===== src/rtl/sm_cpu_eval.sv =====
// sm_cpu_eval: start/done evaluator of y = x>=0 ? 3x+8 : x>>>1 (16b signed x_in -> 32b signed y_out), optional busy output when SM_BUSY_EN is defined
module sm_cpu_eval (
  input  logic               clk,
  input  logic               rst,
  input  logic               start,
  input  logic signed [15:0] x_in,
  output logic signed [31:0] y_out,
  output logic               done
`ifdef SM_BUSY_EN
  ,
  output logic               busy
`endif
);
  typedef enum logic [2:0] {IDLE, LOAD, DBL, ADDX, ADD8, HALF, DONE} state_t;
  state_t             state_q, state_d;
  logic signed [15:0] x_q, x_d;
  logic signed [31:0] acc_q, acc_d, y_q, y_d, x_ext;
  logic               done_q, done_d;
  assign x_ext = {{16{x_q[15]}}, x_q};
  always_comb begin
    state_d = state_q;
    x_d     = x_q;
    acc_d   = acc_q;
    y_d     = y_q;
    done_d  = 1'b0;
    case (state_q)
      IDLE: begin
        x_d     = start ? x_in : x_q;
        state_d = start ? LOAD : IDLE;
      end
      LOAD: state_d = x_q[15] ? HALF : DBL;
      DBL: begin
        acc_d   = x_ext <<< 1;
        state_d = ADDX;
      end
      ADDX: begin
        acc_d   = acc_q + x_ext;
        state_d = ADD8;
      end
      ADD8: begin
        y_d     = acc_q + 32'sd8;
        done_d  = 1'b1;
        state_d = DONE;
      end
      HALF: begin
        y_d     = x_ext >>> 1;
        done_d  = 1'b1;
        state_d = DONE;
      end
      DONE:    state_d = IDLE;
      default: state_d = IDLE;
    endcase
  end
  always_ff @(posedge clk) begin
    if (rst) begin
      state_q <= IDLE;
      x_q     <= '0;
      acc_q   <= '0;
      y_q     <= '0;
      done_q  <= 1'b0;
    end else begin
      state_q <= state_d;
      x_q     <= x_d;
      acc_q   <= acc_d;
      y_q     <= y_d;
      done_q  <= done_d;
    end
  end
  assign y_out = y_q;
  assign done  = done_q;
`ifdef SM_BUSY_EN
  logic busy_q;
  always_ff @(posedge clk) busy_q <= rst ? 1'b0 : (state_d != IDLE);
  assign busy = busy_q;
`endif
endmodule


===== config.mk =====
export PLATFORM = sky130hd
export DESIGN_NAME = sm_cpu_eval
export DESIGN_NICKNAME = d
export VERILOG_FILES = /design/src/rtl/sm_cpu_eval.sv
export SDC_FILE = /design/constraint.sdc
export NUM_CORES = 1
export LEC_CHECK = 0
export ABC_AREA = 1
export BUFFER_PORTS_ARGS = -buffer_cell sky130_fd_sc_hd__buf_2
export CAP_MARGIN = 10
export CORE_MARGIN = 8
export CORE_UTILIZATION = 61
export CTS_CLUSTER_SIZE = 30
export DETAILED_ROUTE_END_ITERATION = 10
export GPL_TIMING_DRIVEN = 1
export PLACE_DENSITY = 0.82
export SYNTH_ARGS = -nofsm -noshare
export SYNTH_HDL_FRONTEND = slang
export SYNTH_SLANG_ARGS = --single-unit

===== constraint.sdc =====
create_clock -name clk -period 2.6 [get_ports clk]
set_input_delay 0.52 -clock clk [delete_from_list [all_inputs] [get_ports clk]]
set_output_delay 0.52 -clock clk [all_outputs]
set_load 0.01 [all_outputs]

==> results.json, run 1 <==
{
  "ys_ff_latch": 84,
  "yosysSeqAreaShare": 0.2702,
  "cp-end-kind": "flip-flop",
  "routedWlPerCell_um": 14.83,
  "die_width_um": 117.0,
  "cts_made_buffers": 9,
  "report.final.setup_viol": 0,
  "grt_max_degree": 49,
  "ctsRootBufferMaster": "clkbuf_8",
  "grt_overflow_total": 0,
  "setup_tns_ns": 0,
  "syn-num-nets": 1082,
  "ant_nets": 0,
  "drt_iter0_drc": 730,
  "finalCritPeriodShare": 0.8690,
  "final_nets": 1128,
  "drc_errors": 0,
  "num_rows": 37,
  "gr-usage-all-layers": 0.2709,
  "cts_tree": "done",
  "yosys_warnings": 0,
  "rsz0062_at_grt": "false",
  "synthFlopType": "dfxtp_1",
  "power.leakage_nw": 3.459,
  "hp-class": "input pin to flip-flop",
  "synthArstFlopShare": 0,
  "maxCapViolCount": 0,
  "finClkSkew_ns": 0.02270,
  "hold_buffers": 0,
  "arrival_ns": 2.47,
  "cp-start-kind": "flip-flop",
  "finalWorstSetupSlack_ns": 0.3407,
  "clk_pin_slew_ns": 0.10,
  "cp_max_fo": 14,
  "die_area_um2": 13690,
  "fp.dieH_um": 117.0,
  "post-route-util": 0.6762,
  "fmax_mhz": 442.6,
  "vias_per_cell": 5.448,
  "hold_ws_ns": 0.3865,
  "syn2layout_area_growth_pct": 9.650,
  "via_count": 6630,
  "slew-limit-headroom": 0.5881,
  "diodes": 0,
  "cts.path.max_buffers": 2,
  "syn-mean-instance-area_um2": 6.042,
  "firstDrtPassIters": 6,
  "slew_violations": 0,
  "clock_sinks": 84,
  "dp_hpwl_um": 13890,
  "cts_htree_levels": 3,
  "power_density_nw_per_um2": 690.4,
  "hold_viol": 0,
  "place_ws_ns": 0.4445,
  "initial_core_util": 0.6167,
  "netlist_instances": 1030,
  "io_buffers": 51,
  "fillers": 948,
  "cts_resized": 0,
  "worstMarginPinSlew_ns": 0.6172,
  "ys_types": 38,
  "coreArea_um2": 10090,
  "grt_pass1_wl_um": 29240,
  "worstPathRequired_ns": 2.81,
  "post_cts_buffers": 0,
  "status": "complete, no violations",
  "drive_gt1_frac": 0.1027,
  "gp_congestion": 1.011,
  "grt_pass1_vias": 5839,
  "ioPinCount": 52,
  "drt-total-wl_um": 18050,
  "clock_latency_ns": 0.36,
  "crit_type": "flip-flop to flip-flop",
  "antenna_found_initial": 0,
  "synth_edf_count": 0,
  "peakVddDrop_v": 0.0003037,
  "min_period_ns": 2.259,
  "synthesis.area_um2": 6223
}
cells in the mapped netlist (3+ instances only):
master	count	area, µm²
buf_2	13	65.06
nor2_4	6	67.56
a21oi_1	93	465.5
nor2_1	106	397.9
xor2_1	13	113.9
nand4_1	5	31.28
ha_1	32	400.4
nand3b_1	5	37.54
nor3_1	13	65.06
a221oi_1	3	26.28
xnor2_1	10	87.58
inv_1	149	559.3
dfxtp_1	84	1682
a22oi_1	12	90.09
o21ai_0	45	225.2
o21bai_1	3	22.52
clkbuf_1	12	45.04
a31oi_1	8	50.05
nand3_2	3	30.03
nand2_1	313	1175
nor2_2	3	18.77
nand3_1	66	330.3
or2_2	9	56.30
inv_2	6	22.52
report_power, final:
| part | internal [mW] | leakage (nW) | switching [mW] |
|---|---|---|---|
| logic | 0.644 | 2.67 | 1.21 |
| clock network | 0.499 | 0.106 | 0.509 |
| registers | 1.52 | 0.682 | 0.327 |
| total | 2.66 | 3.46 | 2.05 |
critical path: stages, from the launching register on:
cell	delay (ns)
dfxtp_1	0.71
ha_1	0.32
nand2_1	0.12
nor2_1	0.25
inv_1	0.07
o21bai_1	0.24
nand2_1	0.12
nand3_1	0.10
nand2_1	0.06
nand3_1	0.08
a21oi_1	0.06
cell families after synthesis:
| family | Yosys count | share of synthesized area |
|---|---|---|
| AND/OR/NAND/NOR | 534 | 0.3653 |
| AO/OA/AOI/OAI | 173 | 0.1510 |
| buffers and inverters | 183 | 0.1136 |
| flip-flops | 84 | 0.2702 |
| XOR/XNOR | 23 | 0.03237 |
| adder cells (fa/ha/maj) | 33 | 0.06755 |
through the flow:
step,instances,total power [mW],instance area [µm²]
floorplan,1030,3.129,6223
global placement,1201,3.638,6613
detailed placement,1201,3.677,6613
CTS,1217,4.661,6824
global route,1217,5.010,6824
finish,1217,4.711,6824
flip-flops by register name, indices dropped and copies added, names as in the netlist:
signal and count:
acc_q 32, done 1, state_q 3, x_q 16
y_out 32
area by class of cell:
| class | instances | area (µm²) | area share |
|---|---|---|---|
| timing repair buffer | 62 | 337.8 | 0.04950 |
| multi-input combinational | 763 | 3837 | 0.5623 |
| inverter | 156 | 585.6 | 0.08581 |
| sequential | 84 | 1682 | 0.2464 |
| clock buffer | 11 | 151.4 | 0.02219 |
| tap | 136 | 170.2 | 0.02494 |
| clock inverter | 5 | 60.06 | 0.008801 |
path summary, 6_finish.rpt:
check	startpoint	to	slack, ns	cells after the start
worst max-delay path	x_q[15]$_SDFFE_PP0P_	acc_q[24]$_SDFFE_PP0P_	0.34	10
worst min-delay path	x_in[9]	x_q[9]$_SDFFE_PP0P_	0.39	3
worst max register to register	x_q[15]$_SDFFE_PP0P_	acc_q[24]$_SDFFE_PP0P_	0.34	10
worst min register to register	y_out[13]$_SDFFE_PP0P_	y_out[13]$_SDFFE_PP0P_	0.48	2
routing by layer:
metal	track usage	share of wire	vias up
li1	-	-	3372
met1	0.3792	0.46	2932
met2	0.4194	0.43	290
met3	0.02565	0.085	36
met4	0.1067	0.025	0
met5	0	0	-
cells in the final DEF (no fill, tap or decap), types with 2 or more instances in the layout:
cell type and count:
a21oi_1 93, a221oi_1 3, a22oi_1 12, a31oi_1 8, buf_2 51, buf_4 11, clkbuf_8 11, clkinv_4 2
dfxtp_1 84, ha_1 32, inv_1 149, inv_2 6, nand2_1 313, nand2_2 2, nand3_1 66, nand3_2 3
nand3b_1 5, nand4_1 5, nor2_1 105, nor2_2 4, nor2_4 6, nor3_1 13, o21a_1 2, o21ai_0 45
o21ai_1 2, o21bai_1 3, o22ai_1 2, or2_2 9, xnor2_1 10, xor2_1 13
No activity file was read; power rests on OpenSTA's default activity.
==> run 2: changes to the inputs <==
CORE_UTILIZATION = 40   (was 61)
CTS_CLUSTER_SIZE = 12   (was 30)
PLACE_DENSITY = 0.58   (was 0.82)
==> results.json, run 2 (synthesis gave the netlist of run 1 again) <==
{
  "clock_latency_ns": 0.34,
  "rsz0062_at_grt": "false",
  "gr-usage-all-layers": 0.1974,
  "hold_buffers": 0,
  "cts_resized": 0,
  "ioPinCount": 52,
  "maxCapViolCount": 0,
  "cts_tree": "done",
  "peakVddDrop_v": 0.0002886,
  "final_nets": 1134,
  "fin_cells": 1275,
  "cp_common_cell": "nand3_1",
  "cpMaxStageDelayCell": "fa_1",
  "drt_iter0_drc": 490,
  "cts_htree_levels": 3,
  "coreArea_um2": 15200,
  "clock_sinks": 84,
  "finalWorstSetupSlack_ns": 0.4647,
  "cp-end-kind": "flip-flop",
  "finClkSkew_ns": 0.01148,
  "multi_input_area_um2": 3837,
  "cp-start-kind": "flip-flop",
  "die_width_um": 140.7,
  "slowest_delay_ns": 0.43,
  "layout_commonest_cell": "nand2_1",
  "worstPathRequired_ns": 2.84,
  "clk_pin_slew_ns": 0.07,
  "routedWlPerCell_um": 15.38,
  "antenna_found_initial": 0,
  "finalCritPeriodShare": 0.8213,
  "grt_overflow_total": 0,
  "post-route-util": 0.4616,
  "setup_tns_ns": 0,
  "hold_ws_ns": 0.3979,
  "initial_core_util": 0.4094,
  "report.final.setup_viol": 0,
  "gp_congestion": 0.8981,
  "drt-total-wl_um": 19610,
  "min_period_ns": 2.135,
  "firstDrtPassIters": 5,
  "slew_violations": 0,
  "placed_area_um2": 6735,
  "grt_pass1_wl_um": 31620,
  "crit_chain": "ha_1 -> fa_1 -> nand3_1 -> nand3_1 -> nand3_1 -> nand3_1 -> o21ai_0 -> a21oi_1 -> o21a_1",
  "grt_max_degree": 38,
  "hold_viol": 0,
  "vias_per_cell": 5.015,
  "status": "complete, no violations",
  "arrival_ns": 2.37,
  "drc_errors": 0,
  "ctsRootBufferMaster": "clkbuf_16",
  "power.leakage_nw": 3.522,
  "diodes": 0,
  "path_buf_inv": 0,
  "dp_cells": 1259,
  "layout_common_cells": "313 x nand2_1, 149 x inv_1, 105 x nor2_1",
  "path_delay_family": "adder cells",
  "cts.path.max_buffers": 2,
  "die_area_um2": 19810,
  "io_buffers": 51,
  "hp-class": "input pin to flip-flop",
  "fmax_mhz": 468.3,
  "power.total_mw": 5.038,
  "grt_pass1_vias": 5965,
  "via_count": 6394,
  "syn2layout_area_growth_pct": 12.77,
  "fp.dieH_um": 140.7,
  "dp_hpwl_um": 15490,
  "power_density_nw_per_um2": 717.8,
  "place_ws_ns": 0.4819,
  "num_rows": 45,
  "worstMarginPinSlew_ns": 0.6273,
  "crit_type": "flip-flop to flip-flop",
  "cp_max_fo": 4,
  "ant_nets": 0,
  "fillers": 1668,
  "post_cts_buffers": 0,
  "register_area_um2": 1682,
  "cts_made_buffers": 9,
  "fin_area_um2": 7018,
  "slew-limit-headroom": 0.5814,
  "drive_gt1_frac": 0.1076
}
run 2: changes by cell type in the layout (fill, tap and decap cells not counted), sizes merged:
cell / change
buf: +6
clkinv: -2
clkbuf: -2
inv: +4
bufinv: -1
clkinvlp: +1
run 2: path summary, 6_finish.rpt:
| path | slack [ns] | endpoint | depth (start not counted) | start |
|---|---|---|---|---|
| worst max register to register | 0.46 | acc_q[12]$_SDFFE_PP0P_ | 9 | acc_q[0]$_SDFFE_PP0P_ |
| worst max-delay path | 0.46 | acc_q[12]$_SDFFE_PP0P_ | 9 | acc_q[0]$_SDFFE_PP0P_ |
| worst min-delay path | 0.40 | x_q[5]$_SDFFE_PP0P_ | 3 | x_in[5] |
| worst min register to register | 0.48 | y_out[12]$_SDFFE_PP0P_ | 2 | y_out[12]$_SDFFE_PP0P_ |
run 2: area by class of cell:
cell class              count  area share
multi-input cells         763      0.5468
flip-flops and latches     84      0.2396
inverters                 156     0.08344
repair buffers             68     0.05634
well taps                 188     0.03352
clock buffers               9     0.03209
clock inverters             7    0.008201
run 2: where the power goes:
part           leakage [nW]  total, mW  switching [mW]  internal [mW]
clock                 0.135       1.24           0.576          0.663
combinational          2.71       1.97            1.29          0.684
sequential            0.682       1.83           0.307           1.52
total                  3.52       5.04            2.17           2.87
run 2: tightest hold or removal path, delay by kind of cell:
family                 cells  cell delay, ns
AND/OR/NAND/NOR            2            0.11
buffers and inverters      1            0.07
run 2: per-layer routing:
layer / track usage / vias to the layer above / share of wire
li1: - / 3384 / -
met1: 0.2828 / 2827 / 0.50
met2: 0.3073 / 172 / 0.43
met3: 0.02127 / 11 / 0.056
met4: 0.05090 / 0 / 0.011
met5: 0 / - / 0
==> run 3: changes to the inputs <==
clock period = 2.18 ns   (was 2.6 ns; I/O delays follow)
==> results.json, run 3 (synthesis gave the netlist of run 1 again) <==
{
  "clk_pin_slew_ns": 0.07,
  "ant_nets": 0,
  "arrival_ns": 2.29,
  "rsz0062_at_grt": "true",
  "cts_htree_levels": 3,
  "path_buf_inv": 0,
  "maxCapViolCount": 0,
  "cpMaxStageDelayCell": "fa_1",
  "crit_chain": "ha_1 -> fa_1 -> nand3_1 -> nand3_2 -> nand3_1 -> nand3_2 -> nand3_1 -> nand2_1 -> nand2_1 -> nand3_1 -> a21oi_1",
  "path_delay_family": "simple AND/OR/NAND/NOR gates",
  "slew-limit-headroom": 0.5827,
  "io_buffers": 51,
  "cts_made_buffers": 9,
  "setup_tns_ns": 0,
  "die_area_um2": 19810,
  "cts_tree": "done",
  "fillers": 1628,
  "die_width_um": 140.7,
  "finClkSkew_ns": 0.007178,
  "hold_ws_ns": 0.3052,
  "post-route-util": 0.4768,
  "cts.path.max_buffers": 2,
  "status": "complete, no violations",
  "cp_max_fo": 4,
  "power.total_mw": 6.285,
  "post_cts_buffers": 0,
  "drt_iter0_drc": 557,
  "crit_type": "flip-flop to flip-flop",
  "ctsRootBufferMaster": "clkbuf_16",
  "slowest_delay_ns": 0.43,
  "grt_overflow_total": 0,
  "slew_violations": 0,
  "layout_commonest_cell": "nand2_1",
  "drt-total-wl_um": 20370,
  "hold_buffers": 0,
  "gr-usage-all-layers": 0.2090,
  "firstDrtPassIters": 5,
  "coreArea_um2": 15200,
  "peakVddDrop_v": 0.0005000,
  "gp_congestion": 0.9015,
  "clock_sinks": 84,
  "rr_startpoint": "acc_q[0]$_SDFFE_PP0P_",
  "clock_latency_ns": 0.35,
  "power_density_nw_per_um2": 867.1,
  "grt_pass1_wl_um": 32960,
  "min_period_ns": 2.006,
  "hp-class": "input pin to flip-flop",
  "via_count": 6590,
  "cp_common_cell": "nand3_1",
  "power.leakage_nw": 3.684,
  "cp-end-kind": "flip-flop",
  "routedWlPerCell_um": 15.67,
  "num_rows": 45,
  "worstMarginPinSlew_ns": 0.6253,
  "cp-start-kind": "flip-flop",
  "vias_per_cell": 5.069,
  "drive_gt1_frac": 0.1349,
  "dp_hpwl_um": 16050,
  "cts_resized": 0,
  "finalCritPeriodShare": 0.9201,
  "ioPinCount": 52,
  "initial_core_util": 0.4094,
  "drc_errors": 0,
  "hold_viol": 0,
  "fmax_mhz": 498.6,
  "fp.dieH_um": 140.7,
  "layout_common_cells": "313 x nand2_1, 149 x inv_1, 102 x nor2_1",
  "grt_pass1_vias": 6105,
  "diodes": 0,
  "hp-start": "x_in[7]",
  "grt_max_degree": 40,
  "syn2layout_area_growth_pct": 16.47,
  "setup.worst_path.start": "acc_q[0]$_SDFFE_PP0P_",
  "worstPathRequired_ns": 2.46,
  "report.final.setup_viol": 0,
  "antenna_found_initial": 0,
  "final_nets": 1159
}
## run 3: worst register-to-register path, delay by kind of cell, from the launching register on
family	cells	cell delay (ns)
AND/OR/NAND/NOR	8	0.82
flip-flops	1	0.35
adder cells (fa/ha/maj)	2	0.65
AO/OA/AOI/OAI	1	0.13
## run 3: layout make-up
type / instances / area, µm² / area share
multi-input cells: 763 / 3862 / 0.5329
flip-flops and latches: 84 / 1683 / 0.2322
repair buffers: 93 / 595.6 / 0.08217
inverters: 156 / 585.6 / 0.08079
clock buffers: 10 / 239.0 / 0.03297
well taps: 188 / 235.2 / 0.03245
clock inverters: 6 / 47.55 / 0.006560
## run 3: per-stage QoR
stage | worst slack, ns | area [µm²] | instances
3_3_place_gp | 0.1320 | 6935 | 1284
6_report | 0.1743 | 7248 | 1300
5_1_grt | -0.008454 | 7248 | 1300
2_1_floorplan | 0.3008 | 6223 | 1030
4_1_cts | 0.08747 | 7222 | 1300
3_5_place_dp | 0.09861 | 6935 | 1284
## run 3: power by group
| part | leakage [nW] | internal [mW] | switching [mW] |
|---|---|---|---|
| Clock | 0.145 | 0.817 | 0.727 |
| Sequential | 0.683 | 1.82 | 0.272 |
| Combinational | 2.86 | 0.950 | 1.70 |
| Total | 3.68 | 3.58 | 2.70 |
## run 3: final timing paths
kind / end / slack, ns / cells past startpoint
setup / recovery: acc_q[20]$_SDFFE_PP0P_ / 0.17 / 11
hold / removal: x_q[7]$_SDFFE_PP0P_ / 0.31 / 3
setup reg to reg: acc_q[20]$_SDFFE_PP0P_ / 0.17 / 11
hold reg to reg: y_out[11]$_SDFFE_PP0P_ / 0.48 / 2
## run 3: metal layers
layer / track usage / vias to the layer above / routed length [µm]
met3: 0.02397 / 20 / 1086
met2: 0.3254 / 185 / 8668
met1: 0.2937 / 2943 / 10270
li1: - / 3442 / -
met4: 0.06787 / 0 / 341
met5: 0 / - / 0
